==> config.mk <==
export PLATFORM = sky130hd
export DESIGN_NAME = branch_dispatch_unit
export DESIGN_NICKNAME = d
export VERILOG_FILES = /design/src/rtl/felis_branch_pkg.sv /design/src/rtl/branch_link_decode.sv /design/src/rtl/branch_dispatch_unit.sv
export SDC_FILE = /design/constraint.sdc
export NUM_CORES = 1
export LEC_CHECK = 0
export CAP_MARGIN = 30
export CORE_ASPECT_RATIO = 0.6
export CORE_MARGIN = 2
export CORE_UTILIZATION = 25
export DETAILED_ROUTE_END_ITERATION = 10
export GPL_TIMING_DRIVEN = 1
export PLACE_DENSITY = 0.61
export SYNTH_ARGS = -nofsm -noshare
export SYNTH_HDL_FRONTEND = slang
export SYNTH_SLANG_ARGS = --single-unit
==> constraint.sdc <==
create_clock -name clk -period 3.6 [get_ports clk]
set_input_delay 0.9 -clock clk [delete_from_list [all_inputs] [get_ports clk]]
set_output_delay 0.9 -clock clk [all_outputs]
set_load 0.01 [all_outputs]
==> src/rtl/felis_branch_pkg.sv <==
// Shared op codes, link register index and FSM state type for the branch dispatch path.
package felis_branch_pkg;

    localparam logic [5:0] OP_BEQ    = 6'd32;
    localparam logic [5:0] OP_BNE    = 6'd33;
    localparam logic [5:0] OP_BLEZ   = 6'd34;
    localparam logic [5:0] OP_BGTZ   = 6'd35;
    localparam logic [5:0] OP_BLTZ   = 6'd36;
    localparam logic [5:0] OP_BGEZAL = 6'd37;
    localparam logic [5:0] OP_BLTZAL = 6'd38;
    localparam logic [5:0] OP_J      = 6'd39;
    localparam logic [5:0] OP_JAL    = 6'd40;
    localparam logic [5:0] OP_JR     = 6'd41;
    localparam logic [5:0] OP_JALR   = 6'd42;

    localparam logic [4:0] LINK_REG  = 5'd31;

    typedef enum logic [1:0] {IDLE, ARM, WAIT, COMMIT} bdu_state_t;

    function automatic logic is_branch_op(input logic [5:0] op);
        return (op >= OP_BEQ) && (op <= OP_JALR);
    endfunction

endpackage

==> src/rtl/branch_link_decode.sv <==
// Decides whether an op writes a link register and which one.
module branch_link_decode
    import felis_branch_pkg::*;
(
    input  logic [5:0] inst_num,
    input  logic [4:0] rd,
    output logic       link_en,
    output logic [4:0] link_addr
);

    always_comb begin
        link_en   = 1'b0;
        link_addr = '0;
        case (inst_num)
            OP_BGEZAL, OP_BLTZAL, OP_JAL: begin
                link_en   = 1'b1;
                link_addr = LINK_REG;
            end
            OP_JALR: begin
                // rd=0 is the hardwired zero register, so no write is issued
                link_en   = (rd != 5'd0);
                link_addr = rd;
            end
            default: begin
                link_en   = 1'b0;
                link_addr = '0;
            end
        endcase
    end

endmodule

==> src/rtl/branch_dispatch_unit.sv <==
// Issues one branch op to the exec element, waits for completion and commits
// the link write and PC redirect.
module branch_dispatch_unit
    import felis_branch_pkg::*;
#(
    parameter int unsigned TIMEOUT_CYCLES = 16,
    parameter int unsigned CNT_W          = 32
) (
    input  logic             clk,
    input  logic             reset,
    input  logic             in_valid,
    output logic             in_ready,
    input  logic [31:0]      in_pc,
    input  logic [5:0]       in_inst_num,
    input  logic [4:0]       in_rd,
    input  logic [31:0]      in_rs,
    input  logic [31:0]      in_rt,
    input  logic [31:0]      in_const16_x,
    input  logic [25:0]      in_addr26,
    input  logic             flush,
    output logic             ee_reset,
    output logic [31:0]      ee_pc,
    output logic [5:0]       ee_inst_num,
    output logic [31:0]      ee_const16_x,
    output logic [25:0]      ee_addr26,
    output logic [31:0]      ee_rs,
    output logic [31:0]      ee_rt,
    input  logic             ee_completed,
    input  logic [31:0]      ee_reg_out,
    input  logic [31:0]      ee_pc_out,
    output logic             rf_we,
    output logic [4:0]       rf_waddr,
    output logic [31:0]      rf_wdata,
    output logic             redirect_valid,
    output logic [31:0]      redirect_pc,
    output logic             err_timeout,
    output logic [CNT_W-1:0] branch_cnt,
    output logic [CNT_W-1:0] taken_cnt
);

    localparam int unsigned WCNT_W = $clog2(TIMEOUT_CYCLES + 1);

    bdu_state_t        state, state_next;
    logic [WCNT_W-1:0] wait_cnt;
    logic [4:0]        rd_q;
    logic              link_en;
    logic [4:0]        link_addr;
    logic              accept, commit_go, timeout_hit;

    branch_link_decode u_link_decode (
        .inst_num  (ee_inst_num),
        .rd        (rd_q),
        .link_en   (link_en),
        .link_addr (link_addr)
    );

    assign accept      = (state == IDLE) && in_valid && !flush;
    assign commit_go   = (state == WAIT) && ee_completed && !flush;
    assign timeout_hit = (state == WAIT) && !ee_completed && !flush &&
                         (wait_cnt == WCNT_W'(TIMEOUT_CYCLES - 1));

    always_ff @(posedge clk) begin
        if (reset) state <= IDLE;
        else       state <= state_next;
    end

    always_comb begin
        state_next = state;
        case (state)
            IDLE:    if (accept) state_next = ARM;
            ARM:     state_next = flush ? IDLE : WAIT;
            WAIT: begin
                if (flush)            state_next = IDLE;
                else if (ee_completed) state_next = COMMIT;
                else if (timeout_hit)  state_next = IDLE;
            end
            COMMIT:  state_next = IDLE;
            default: state_next = IDLE;
        endcase
    end

    always_comb begin
        in_ready = (state == IDLE);
        ee_reset = reset | (state == ARM);
    end

    // Strobes are built at the WAIT->COMMIT edge so they are registered during COMMIT
    always_ff @(posedge clk) begin
        if (reset) begin
            ee_pc          <= '0;
            ee_inst_num    <= '0;
            ee_const16_x   <= '0;
            ee_addr26      <= '0;
            ee_rs          <= '0;
            ee_rt          <= '0;
            rd_q           <= '0;
            wait_cnt       <= '0;
            rf_we          <= 1'b0;
            rf_waddr       <= '0;
            rf_wdata       <= '0;
            redirect_valid <= 1'b0;
            redirect_pc    <= '0;
            err_timeout    <= 1'b0;
            branch_cnt     <= '0;
            taken_cnt      <= '0;
        end else begin
            rf_we          <= 1'b0;
            redirect_valid <= 1'b0;
            err_timeout    <= timeout_hit;
            if (accept) begin
                ee_pc        <= in_pc;
                ee_inst_num  <= in_inst_num;
                ee_const16_x <= in_const16_x;
                ee_addr26    <= in_addr26;
                ee_rs        <= in_rs;
                ee_rt        <= in_rt;
                rd_q         <= in_rd;
            end
            if (state == ARM)
                wait_cnt <= '0;
            else if (state == WAIT && !ee_completed)
                wait_cnt <= wait_cnt + WCNT_W'(1);
            if (commit_go) begin
                rf_we          <= link_en;
                rf_waddr       <= link_addr;
                rf_wdata       <= ee_reg_out;
                redirect_pc    <= ee_pc_out;
                redirect_valid <= is_branch_op(ee_inst_num) && (ee_pc_out != ee_pc + 32'd4);
            end
            if (state == COMMIT && !flush) begin
                branch_cnt <= branch_cnt + CNT_W'(1);
                if (redirect_valid) taken_cnt <= taken_cnt + CNT_W'(1);
            end
        end
    end

endmodule

==> summary.md <==
| Metric | Value |
|---|---|
| Status | completed |
| First-pass GRT wire length | 70,300 um |
| Worst skew pair latency | 0.52 ns |
| Router iterations before antenna repair | 5 |
| Hold Crit Depth | 2 |
| Die span in x | 289 um |
| Mapped cell area | 12,200 um2 |
| Via count | 12,500 |
| R2R cell count | 8 |
| Hold path start | ee_rs[21] |
| Slowest cell delay on critical path | 0.60 ns |
| CP Class | in -> reg |
| Syn avg cell area | 7.89 um2 |
| Remaining antenna violation count after routing | 0 |
| Tightest Hold Check Type | reg -> reg |
| Initial Util | 0.254 |
| Buffers & Inverters on Critical Path | 1 |
| Worst-Margin Slew | 0.970 ns |
| Clock Pin Slew Worst Setup and Hold Paths | 0.06 ns |
| Placed Area | 18,200 um2 |
| Met1 Use GR | 0.232 |
| Postcts setup bufs | 0 |
| #FFs+latches synth | 308 |
| Power per cell area | 411 nW/um2 |
| Slowest stage cell, crit path | or4_1 |
| Number of synthesized flops with an enable pin | 0 |
| Share of cells above drive strength 1 | 0.0442 |
| Antenna violations before repair | 10 |
| GRT met3 Usage | 0.0454 |
| Design Area, Final | 19,300 um2 |
| Setup crit start kind | primary input |
| Die H | 175 um |
| Drt wl/cell | 17.5 um |
| Part of the cycle the worst path needs | 0.845 |
| Arrival time worst endpoint | 3.39 ns |
| Async S/R FF share, synth | 0 |
| CTS Sinks | 308 |
| Hold Violations, Final | 0 |
| RR Startpoint | ee_pc[2] |
| Number of max-cap violations | 0 |
| Mapped Cells | 1,546 |
| Syn. warnings | 0 |
| Relative slew slack | 0.354 |
| Inserted Clock Buffers | 34 |
| Detailed-placement wirelength estimate | 35,000 um |
| Worst Setup End Kind | register |
| DR vias/cell | 4.60 |
| Area Overhead vs Synth | 58.2% |
| GR Overflow Total | 0 |
| CP delay by family, top | simple AND/OR/NAND/NOR gates |
| Final min period | 3.04 ns |
| Largest net degree at the start of global routing | 92 |
| # resized after CTS | 0 |
| Post-Syn Nets | 1,785 |
| Sequential area share after synthesis | 0.505 |
| Full die area | 50,600 um2 |
| Area leader, netlist | dfxtp_1 |
| R2R Setup Slk | 0.71 ns |
| Total length of routed wires | 47,400 um |
| Hold path endpoint | ee_rs[21] |
| Top Usage Layer GRT | met2 |
| Worst Path Max Fanout | 5 |
| Final Max Tran Viols | 0 |
| Setup TNS | 0 ns |
| Maximum vdd drop | 0.000274 V |
| Worst path cell trace | clkdlybuf4s50_1, nand4b_1, or4_1, or2_2, nor3_2, nand3_1, xor2_1, nor2_1 |
| Yosys cell types | 56 |
| Root Driver | clkbuf_16 |
| # setup viols final | 0 |
| Leak pwr | 6.60 nW |
| RSZ-0062 raised after global routing | false |
| Leading post-synthesis cells by cell area | dfxtp_1 (51%), nand2_1 (15%), a21oi_1 (10%), xor2_1 (4.2%), xnor2_1 (2.9%) |
| Filler cells | 4,747 |
| Worst path required time | 3.95 ns |
| H-Tree Depth | 2 |
| Skew final | 0.0266 ns |
| Multi-input gate area | 5620 um2 |
| Count leader, synth | nand2_1 |
| Most used DFF post-synth | dfxtp_1 |
| DRT iter0 DRCs | 754 |
| Vias in the first global route | 11,800 |
| Top post-synthesis cells by count | nand2_1 (500), dfxtp_1 (308), a21oi_1 (248), nor2_1 (93), clkbuf_1 (84) |
| Fmax | 329 MHz |
| Rows | 62 |
| FF/Latch Area | 6170 um2 |
| Nets | 2,280 |
| Clock buffer depth | 3 |
| Placer Congestion | 0.871 |
| Port Buf Inserts | 531 |
| TritonCTS clock tree | yes |
| Core footprint | 48,000 um2 |
| Worst r2r dst | redirect_valid |
| IO Pins | 532 |
| CP Depth | 8 |
| Met2 usage | 0.283 |
| Synth top area share | 0.505 |
| # hold bufs at CTS | 0 |
| GRT Total Usage | 0.178 |
| Post-route DRC | 0 |
-- layout by cell type, fill, tap and decap left out, drive strengths merged, types with 2 or more instances in the layout --
master | synthesis | final
a2111oi | 2 | 2
a211oi | 10 | 10
a21o | 2 | 2
a21oi | 248 | 248
a32oi | 2 | 2
and2 | 3 | 3
and3 | 14 | 14
and4 | 2 | 2
buf | 11 | 24
bufinv | 0 | 2
clkbuf | 84 | 48
clkdlybuf4s50 | 0 | 530
clkinv | 0 | 4
dfxtp | 308 | 308
diode | 0 | 7
ha | 5 | 5
inv | 15 | 16
mux2i | 3 | 3
nand2 | 500 | 500
nand2b | 2 | 2
nand3 | 31 | 31
nand3b | 4 | 4
nand4 | 24 | 24
nor2 | 93 | 93
nor2b | 4 | 4
nor3 | 15 | 15
nor4 | 7 | 7
nor4b | 2 | 2
o21a | 2 | 2
o21ai | 15 | 15
o22ai | 2 | 2
or2 | 7 | 7
or3 | 11 | 11
or4 | 5 | 5
xnor2 | 40 | 40
xor2 | 59 | 59
-- worst max-delay path by stage --
stage / start / endpoint / slack [ns]
floorplan: flush / branch_cnt[30] / 0.66
CTS: reset / ee_reset / 0.60
finish: flush / branch_cnt[28] / 0.56
global placement: flush / branch_cnt[28] / 0.20
global route: flush / branch_cnt[31] / 0.28
detailed placement: flush / branch_cnt[31] / 0.08
-- logic make-up (layout without fill, tap and decap cells) --
group,after synthesis,after routing,synth area share
mux,3,3,0.00246
xor+xnor,99,99,0.0711
buf+inv,110,625,0.0350
compound gates,292,292,0.127
other cells,0,7,0
simple gates,728,728,0.253
fa+ha+maj,6,6,0.00595
flops,308,308,0.505
-- flip-flops by register name, indices dropped and copies added (netlist names), 5 cells and up --
signal / count
ee_rs: 32
ee_addr26: 26
rf_wdata: 32
ee_rt: 32
branch_cnt: 32
ee_inst_num: 6
rf_waddr: 5
redirect_pc: 32
wait_cnt: 5
ee_pc: 32
rd_q: 5
taken_cnt: 32
ee_const16_x: 32
-- final cells by class --
cell class	instances	share of cell area
sequential	308	0.319
multi-input combinational	1128	0.291
timing repair buffer	554	0.288
clock buffer	48	0.0510
tap	640	0.0415
clock inverter	8	0.00519
inverter	15	0.00292
antenna	7	0.000908
-- routing by layer --
metal | share of wire | vias to the layer above
li1 | - | 6091
met1 | 0.44 | 5873
met2 | 0.47 | 408
met3 | 0.067 | 80
met4 | 0.026 | 4
met5 | 0.00046 | -
-- tightest hold or removal path, stage by stage (launching register included) --
cell     delay, ns
dfxtp_1       0.30
nand2_1       0.05
a21oi_1       0.05
-- power by group --
group / internal (W) / switching [W]
registers: 0.00350 / 0.0000774
logic: 0.000481 / 0.000393
clock network: 0.00205 / 0.00143
total: 0.00603 / 0.00190
-- stage by stage --
| stage | setup slack [ns] | hold WS, ns | std cells | util | total power [W] |
|---|---|---|---|---|---|
| finish | 0.559 | 0.452 | 2708 | 0.402 | 0.00792 |
| global route | 0.279 | 0.468 | 2707 | 0.402 | 0.00827 |
| CTS | 0.600 | 0.454 | 2701 | 0.402 | 0.00806 |
| detailed placement | 0.0830 | 0.445 | 2645 | 0.379 | 0.00453 |
| global placement | 0.202 | 0.441 | 2645 | 0.379 | 0.00452 |
| floorplan | 0.660 | 0.444 | 1546 | - | 0.00396 |
Note: power is estimated with default switching activity, not from simulation.
